--- src/rtl/regs_wr_scoreboard.sv ---
// Register-write scoreboard for long-latency producers (mul/div, loads).
// Tells ID to stall when a source register is still unproduced.
package regs_wr_scoreboard_pkg;
  typedef struct packed {
    logic RFWr;
  } RegsWrType;
endpackage

module regs_wr_scoreboard
  import regs_wr_scoreboard_pkg::*;
(
  input  logic      clk,
  input  logic      rst,
  input  logic [4:0] ID_rs,
  input  logic [4:0] ID_rt,
  input  logic      ID_rs_used,
  input  logic      ID_rt_used,
  input  logic      issue_valid,
  input  logic [4:0] issue_Dst,
  input  RegsWrType issue_RegsWrType,
  input  logic      issue_long,
  input  logic      WB_valid,
  input  logic [4:0] WB_Dst,
  input  logic      flush,
  output logic      ID_rs_busy,
  output logic      ID_rt_busy,
  output logic      ID_sb_stall,
  output logic      sb_any_pending,
  output logic      sb_err
);

  logic [31:0][1:0] cnt_q, cnt_d;
  logic [2:0]       win_q, win_d;
  logic             err_q, err_d;

  logic inc, dec;
  logic inc_r, dec_r;

  logic [1:0] rs_cnt, rt_cnt, dst_cnt;
  logic       rs_byp, rt_byp;
  logic       dst_sat;

  assign inc = issue_valid & issue_RegsWrType.RFWr
             & issue_long & (issue_Dst != 5'd0);
  assign dec = WB_valid & (WB_Dst != 5'd0);

  always_comb begin
    cnt_d = cnt_q;
    err_d = err_q;
    win_d = (win_q != 3'd0) ? win_q - 3'd1 : 3'd0;
    inc_r = 1'b0;
    dec_r = 1'b0;
    cnt_d[0] = 2'd0;
    if (flush) begin
      cnt_d = '0;
      win_d = 3'd7;
    end else begin
      for (int r = 1; r < 32; r++) begin
        inc_r = inc & (issue_Dst == 5'(r));
        dec_r = dec & (WB_Dst == 5'(r));
        unique case ({inc_r, dec_r})
          2'b10: begin
            if (cnt_q[r] == 2'd3) err_d = 1'b1;
            else cnt_d[r] = cnt_q[r] + 2'd1;
          end
          2'b01: begin
            // late writebacks after a flush land on cleared counters
            if (cnt_q[r] == 2'd0) begin
              if (win_q == 3'd0) err_d = 1'b1;
            end else begin
              cnt_d[r] = cnt_q[r] - 2'd1;
            end
          end
          default: ;
        endcase
      end
    end
  end

  always_ff @(posedge clk) begin
    if (rst) begin
      cnt_q <= '0;
      win_q <= 3'd0;
      err_q <= 1'b0;
    end else begin
      cnt_q <= cnt_d;
      win_q <= win_d;
      err_q <= err_d;
    end
  end

  assign rs_cnt  = cnt_q[ID_rs];
  assign rt_cnt  = cnt_q[ID_rt];
  assign dst_cnt = cnt_q[issue_Dst];

  // last outstanding write retiring now is forwarded from WB
  assign rs_byp = WB_valid & (WB_Dst == ID_rs) & (rs_cnt == 2'd1);
  assign rt_byp = WB_valid & (WB_Dst == ID_rt) & (rt_cnt == 2'd1);

  assign ID_rs_busy = (ID_rs != 5'd0) & (rs_cnt != 2'd0) & ~rs_byp;
  assign ID_rt_busy = (ID_rt != 5'd0) & (rt_cnt != 2'd0) & ~rt_byp;

  assign dst_sat = issue_RegsWrType.RFWr & issue_long
                 & (issue_Dst != 5'd0) & (dst_cnt == 2'd3)
                 & ~(dec & (WB_Dst == issue_Dst));

  assign ID_sb_stall = (ID_rs_used & ID_rs_busy)
                     | (ID_rt_used & ID_rt_busy)
                     | dst_sat;

  assign sb_any_pending = |cnt_q;
  assign sb_err         = err_q;

endmodule

--- config.mk ---
export PLATFORM = sky130hd
export DESIGN_NAME = regs_wr_scoreboard
export DESIGN_NICKNAME = d
export VERILOG_FILES = /design/src/rtl/regs_wr_scoreboard.sv
export SDC_FILE = /design/constraint.sdc
export NUM_CORES = 1
export LEC_CHECK = 0
export BUFFER_PORTS_ARGS = -buffer_cell sky130_fd_sc_hd__buf_2
export CORE_UTILIZATION = 45
export CTS_CLUSTER_SIZE = 40
export DETAILED_ROUTE_END_ITERATION = 12
export HOLD_SLACK_MARGIN = 0.02
export PLACE_DENSITY = 0.6
export SETUP_SLACK_MARGIN = 0.1
export SYNTH_ARGS = -nofsm -noshare
export SYNTH_HDL_FRONTEND = slang
export SYNTH_SLANG_ARGS = --single-unit
--- constraint.sdc ---
create_clock -name clk -period 4 [get_ports clk]
set_input_delay 0.8 -clock clk [delete_from_list [all_inputs] [get_ports clk]]
set_output_delay 0.8 -clock clk [all_outputs]
set_load 0.01 [all_outputs]
==> results.toml, run 1 <==
[setup_path]
worstPathBufferInverterCount = 2
worstSetupPathDepth = 8
r2r_start = "win_q[0]"
endpoint_kind = "output pin"
slowest_stage = "mux4_2"
crit_end = "ID_sb_stall"
crit-reg2reg-capture = "sb_err"
crit_type = "primary input to output pin"
cp_max_fo = 8
worstPathRequired_ns = 3.20
ff2ff_path_depth = 9
max_stage_delay_ns = 0.54
rrSetupSlack_ns = 1.28
crit_arrival_ns = 2.91
crit_chain = "buf_2 -> mux4_2 -> mux4_2 -> o21a_1 -> nor2_1 -> a21oi_1 -> a221o_1 -> buf_2"
startpoint = "ID_rs[0]"
worstSetupStartpointType = "primary input"
critical-path-top-delay-family = "multiplexers"

[global_route]
antenna_found_initial = 0
grt_max_degree = 63
grt_usage_pct = 28.2
grt_overflow = 0
grt_pass1_vias = 6548
grt_first_pass_wirelength_um = 35400

[floorplanning]
start_util_pct = 46.0
ios = 34
die_w_um = 129
die_h_um = 129
rows = 46
dieArea_um2 = 16700
core_um2 = 15800

[sta]
hold_violations = 0
layout_setup_ws_ns = 0.286
max_freq_mhz = 269
period_needed_ns = 3.71
drv_slew = 0
setup_viol = 0
tns_ns = 0
finalCritPeriodShare_pct = 92.8
fin_hold_ws_ns = 0.490
relSlewSlack_pct = 43.7
tightest_slew_ns = 0.844
fin_skew_ns = 0.00818
rsz0062_at_grt = "no"

[synth]
synth.most_common_cell = "nor2_1"
yosysWarnings = 0
synth_common_cells = "116 x nor2_1, 85 x nand2_1, 76 x a21oi_1, 74 x clkbuf_1, 74 x inv_1"
ys_seq_area_share_pct = 18.1
syn_area_um2 = 7290
synth_top_area_share_pct = 18.1
avgSynthCellArea_um2 = 7.23
synth_area_leaders = "dfxtp_1 18%, ha_1 11%, mux4_2 10%"
ys_types = 60
synth_seq_cells = 66
synthesis.nets = 1099
synth_edf_count = 0
synthFlopType = "dfxtp_1"
synth_top_cell_by_area = "dfxtp_1"
async_flop_share_pct = 0
netlist_instances = 1008

[route]
drc = 0
dr.pass1.iters = 5
via_per_inst = 6.01
met3_length_um = 2080
wl_met1_um = 10300
drt_iter0_drc = 651
met2_length_um = 9780
vias = 7304
wl_um = 22900
post_drt_wl_per_cell_um = 18.8
ant_nets = 0
routed.top_layer = "met4"

[power_and_ir_drop]
pwr_density_cell_nw_per_um2 = 209
pwr-share-seq_pct = 40.3
vdd_drop_max_uv = 231
intPower_mw = 1.18
clkPwrFrac_pct = 45.9
p_sw_uw = 470
power_mw = 1.65
p_comb_share_pct = 13.8
swShare_pct = 28.5
power.leakage_nw = 3.06

[placed_design]
dp_cells = 1200
placed_area_um2 = 7610
pre_cts_slack_ns = 0.249
gp_congestion = 0.993
dp_hpwl_um = 17600
io_buffers = 33

[clock_tree]
cts_buffers = 9
htreeDepth = 3
clk_path_buf_depth = 2
root_buffer = "clkbuf_16"
cts_tree = "done"
clk_latency_ns = 0.35
postCtsSetupRepairBufs = 0
clk_pin_slew_ns = 0.06
cts_num_sinks = 66

[min_path]
hold_class = "flop to flop"

[finish]
drive_gt1_share_pct = 11.7
n_antenna_cell = 0
nets = 1086
utilization_pct = 49.8
area_delta_synth_final_pct = 8.10
final_cells = 1216
design_area_um2 = 7880

[flow_run]
maxCapViolCount = 0

[status]
outcome = "finished, final reports clean"
==> routing by layer <==
layer | GRT usage, % | up-vias
met3 | 8.13 | 53
met1 | 37.8 | 3423
li1 | - | 3549
met5 | 0 | -
met2 | 42.7 | 279
met4 | 11.1 | 0
==> registers in the layout (all words and copies together), names as in the netlist <==
register and count:
sb_err 1, cnt_q 62, win_q 3
==> placed cells by master (no fill, tap or decap), drive strengths merged, types with 5 or more instances in the layout <==
master    n
clkbuf   13
nor4     24
nand2    85
a211o    12
buf      66
or4       5
nor2b    37
nand3    51
o21ai    66
nand2b   29
a221oi   16
o31ai     5
nand4     7
and3      8
and2      5
mux4     33
a31oi     9
or2       8
a21oi    76
nor4b     8
nor3     32
ha       62
o211ai    5
nand4b    6
xor2     12
nor2    116
xnor2    10
o41a      6
inv      74
a211oi    9
dfxtp    66
==> power groups by stage <==
stage	clock network (mW)	logic (mW)	registers [mW]
floorplan	0	0.145	0.677
global placement	0	0.222	0.679
detailed placement	0	0.222	0.679
CTS	0.772	0.223	0.664
global route	0.793	0.244	0.665
finish	0.756	0.226	0.665
==> logic make-up (layout without fill, tap and decap cells) <==
logic type	after synthesis	in the layout	share of synthesized area, %
buffers and inverters	164	156	8.84
xor gates and xnor gates	22	22	2.64
DFF	66	66	18.1
and+or+nand+nor	430	430	29.3
adders and majority gates	62	62	10.6
AOI/OAI and AO/OA	225	225	19.3
muxes	39	39	11.1
==> area by class of cell <==
type	instances	area [µm²]
Clock buffer	13	250
Sequential cell	66	1320
Tap cell	216	270
Multi-Input combinational cell	778	5330
Clock inverter	3	15.0
Timing Repair Buffer	66	417
Fill cell	1594	7950
Inverter	74	278
==> worst min-delay path, cell delays in order, from the launching register on <==
cell and delay (ns):
dfxtp_1 0.33, nand2_1 0.06, a21oi_1 0.05
==> how the worst min path moves through the flow <==
stage | slack, ns | cells past startpoint | start | endpoint
finish | 0.49 | 2 | win_q[2] | win_q[1]
global route | 0.51 | 2 | win_q[2] | win_q[1]
CTS | 0.49 | 2 | win_q[2] | win_q[1]
global placement | 0.48 | 2 | win_q[2] | win_q[1]
detailed placement | 0.49 | 2 | win_q[2] | win_q[1]
floorplan | 0.44 | 2 | win_q[2] | win_q[1]
==> timing repair <==
item                       CTS  global route
hold buffers                 0             0
setup endpoints to repair    0             1
resized for setup            0             2
hold endpoints to repair     0             0
Power figures use the tool's default switching activity.
==> run 2: changes to the inputs <==
--- a/config.mk
+++ b/config.mk
@@ -11,6 +11,7 @@
 export DETAILED_ROUTE_END_ITERATION = 12
 export HOLD_SLACK_MARGIN = 0.02
 export PLACE_DENSITY = 0.6
+export RECOVER_POWER = 100
 export SETUP_SLACK_MARGIN = 0.1
 export SYNTH_ARGS = -nofsm -noshare
 export SYNTH_HDL_FRONTEND = slang
==> run 2 against run 1 <==
  * Critical path depth is 3 higher
  * First-iteration DRC count is 2.9% higher
  * Total power is 0.21% lower
  * Critical endpoint unchanged
==> results.toml, run 2 (same netlist as run 1, synthesis figures left out) <==
[route]
ant_nets = 0
post_drt_wl_per_cell_um = 18.9
drc = 0
drt_iter0_drc = 670
via_per_inst = 6.02
wl_um = 23000
dr.pass1.iters = 5
vias = 7316

[power_and_ir_drop]
intPower_mw = 1.17
p_comb_share_pct = 13.6
pwr-share-seq_pct = 40.4
power.leakage_nw = 3.00
pwr_density_cell_nw_per_um2 = 210
swShare_pct = 28.6
p_sw_uw = 470
vdd_drop_max_uv = 233
clkPwrFrac_pct = 46.0

[clock_tree]
cts_buffers = 9
clk_latency_ns = 0.36
clk_path_buf_depth = 2
cts_tree = "done"
htreeDepth = 3
postCtsSetupRepairBufs = 0
cts_hold_buffers = 0
ctsResizeCount = 0
root_buffer = "clkbuf_16"
clk_pin_slew_ns = 0.06
cts_num_sinks = 66

[sta]
period_needed_ns = 3.81
finalCritPeriodShare_pct = 95.3
setup_viol = 0
relSlewSlack_pct = 18.8
layout_setup_ws_ns = 0.186
fin_hold_ws_ns = 0.482
tightest_slew_ns = 1.21
hold_violations = 0
tns_ns = 0
drv_slew = 0
rsz0062_at_grt = "no"
fin_skew_ns = 0.00749
max_freq_mhz = 262

[floorplanning]
rows = 46
ios = 34
die_w_um = 129
start_util_pct = 46.0
core_um2 = 15800
dieArea_um2 = 16700
die_h_um = 129

[setup_path]
crit_arrival_ns = 3.01
worstSetupStartpointType = "primary input"
worstPathRequired_ns = 3.20
cp_max_fo = 14
crit_type = "primary input to output pin"
endpoint_kind = "output pin"

[finish]
final_common_cell = "nor2_1"
drive_gt1_share_pct = 10.0
final_cells = 1216
largest_register_ffs = 62
top_register = "cnt_q"
n_antenna_cell = 0
nets = 1086
final_cell_mix = "116 x nor2_1, 85 x nand2_1, 76 x a21oi_1"
utilization_pct = 49.4
area_delta_synth_final_pct = 7.38

[placed_design]
gp_congestion = 0.993
dp_hpwl_um = 17600
dp_cells = 1200
io_buffers = 33
pre_cts_slack_ns = 0.249

[global_route]
grt_usage_pct = 28.2
grt_first_pass_wirelength_um = 35400
grt_pass1_vias = 6548
grt_max_degree = 63
grt_overflow = 0
antenna_found_initial = 0

[flow_run]
maxCapViolCount = 0

[min_path]
hold_class = "flop to flop"

[status]
outcome = "finished, final reports clean"
run 2: cell types whose count changed in the layout (fill, tap and decap cells not counted), moves of 4 or more:
cell      change
and2_0        +4
and2_1        -4
buf_2         -5
buf_4        -11
clkbuf_1     +16
run 2: layer usage:
layer	routed length, µm	vias to the layer above	track usage, %
li1	-	3547	-
met1	10500	3423	37.8
met2	9800	287	42.7
met3	2010	59	8.13
met4	678	0	11.1
met5	0	-	0
run 2: cell type report:
type | instances | area, µm²
clock buffer | 13 | 250
clock inverter | 3 | 15.0
inverter | 74 | 278
sequential | 66 | 1320
multi-input combinational | 778 | 5320
tap | 216 | 270
timing repair buffer | 66 | 369
fill | 1612 | 8000
run 2: final timing paths:
kind | from | endpoint | slack, ns | depth (start not counted)
worst max register to register | win_q[0] | sb_err | 1.24 | 9
worst max-delay path | issue_Dst[2] | ID_sb_stall | 0.19 | 11
worst min-delay path | win_q[2] | win_q[1] | 0.48 | 2
worst min register to register | win_q[2] | win_q[1] | 0.48 | 2
run 2: power by group through the flow:
stage | logic (mW) | clock network (mW) | registers, mW
global placement | 0.222 | 0 | 0.679
floorplan | 0.145 | 0 | 0.677
finish | 0.224 | 0.756 | 0.664
detailed placement | 0.222 | 0 | 0.679
CTS | 0.223 | 0.772 | 0.664
global route | 0.240 | 0.793 | 0.664
run 2: worst max-delay path, cell delays in order:
cell and delay, ns:
buf_2 0.27, clkbuf_1 0.39, nor2b_1 0.29, buf_4 0.19, o2111ai_1 0.12, nand2_1 0.08
a2111oi_0 0.06, clkbuf_1 0.16, o2111a_1 0.25, a221o_1 0.25, buf_2 0.14
run 2: through the flow:
| step | instance area (µm²) | power [mW] |
|---|---|---|
| final | 7830 | 1.64 |
| after global placement | 7610 | 0.901 |
| after detailed placement | 7610 | 0.901 |
| after global routing | 7830 | 1.70 |
| after CTS | 7870 | 1.66 |
| after floorplan | 7290 | 0.821 |
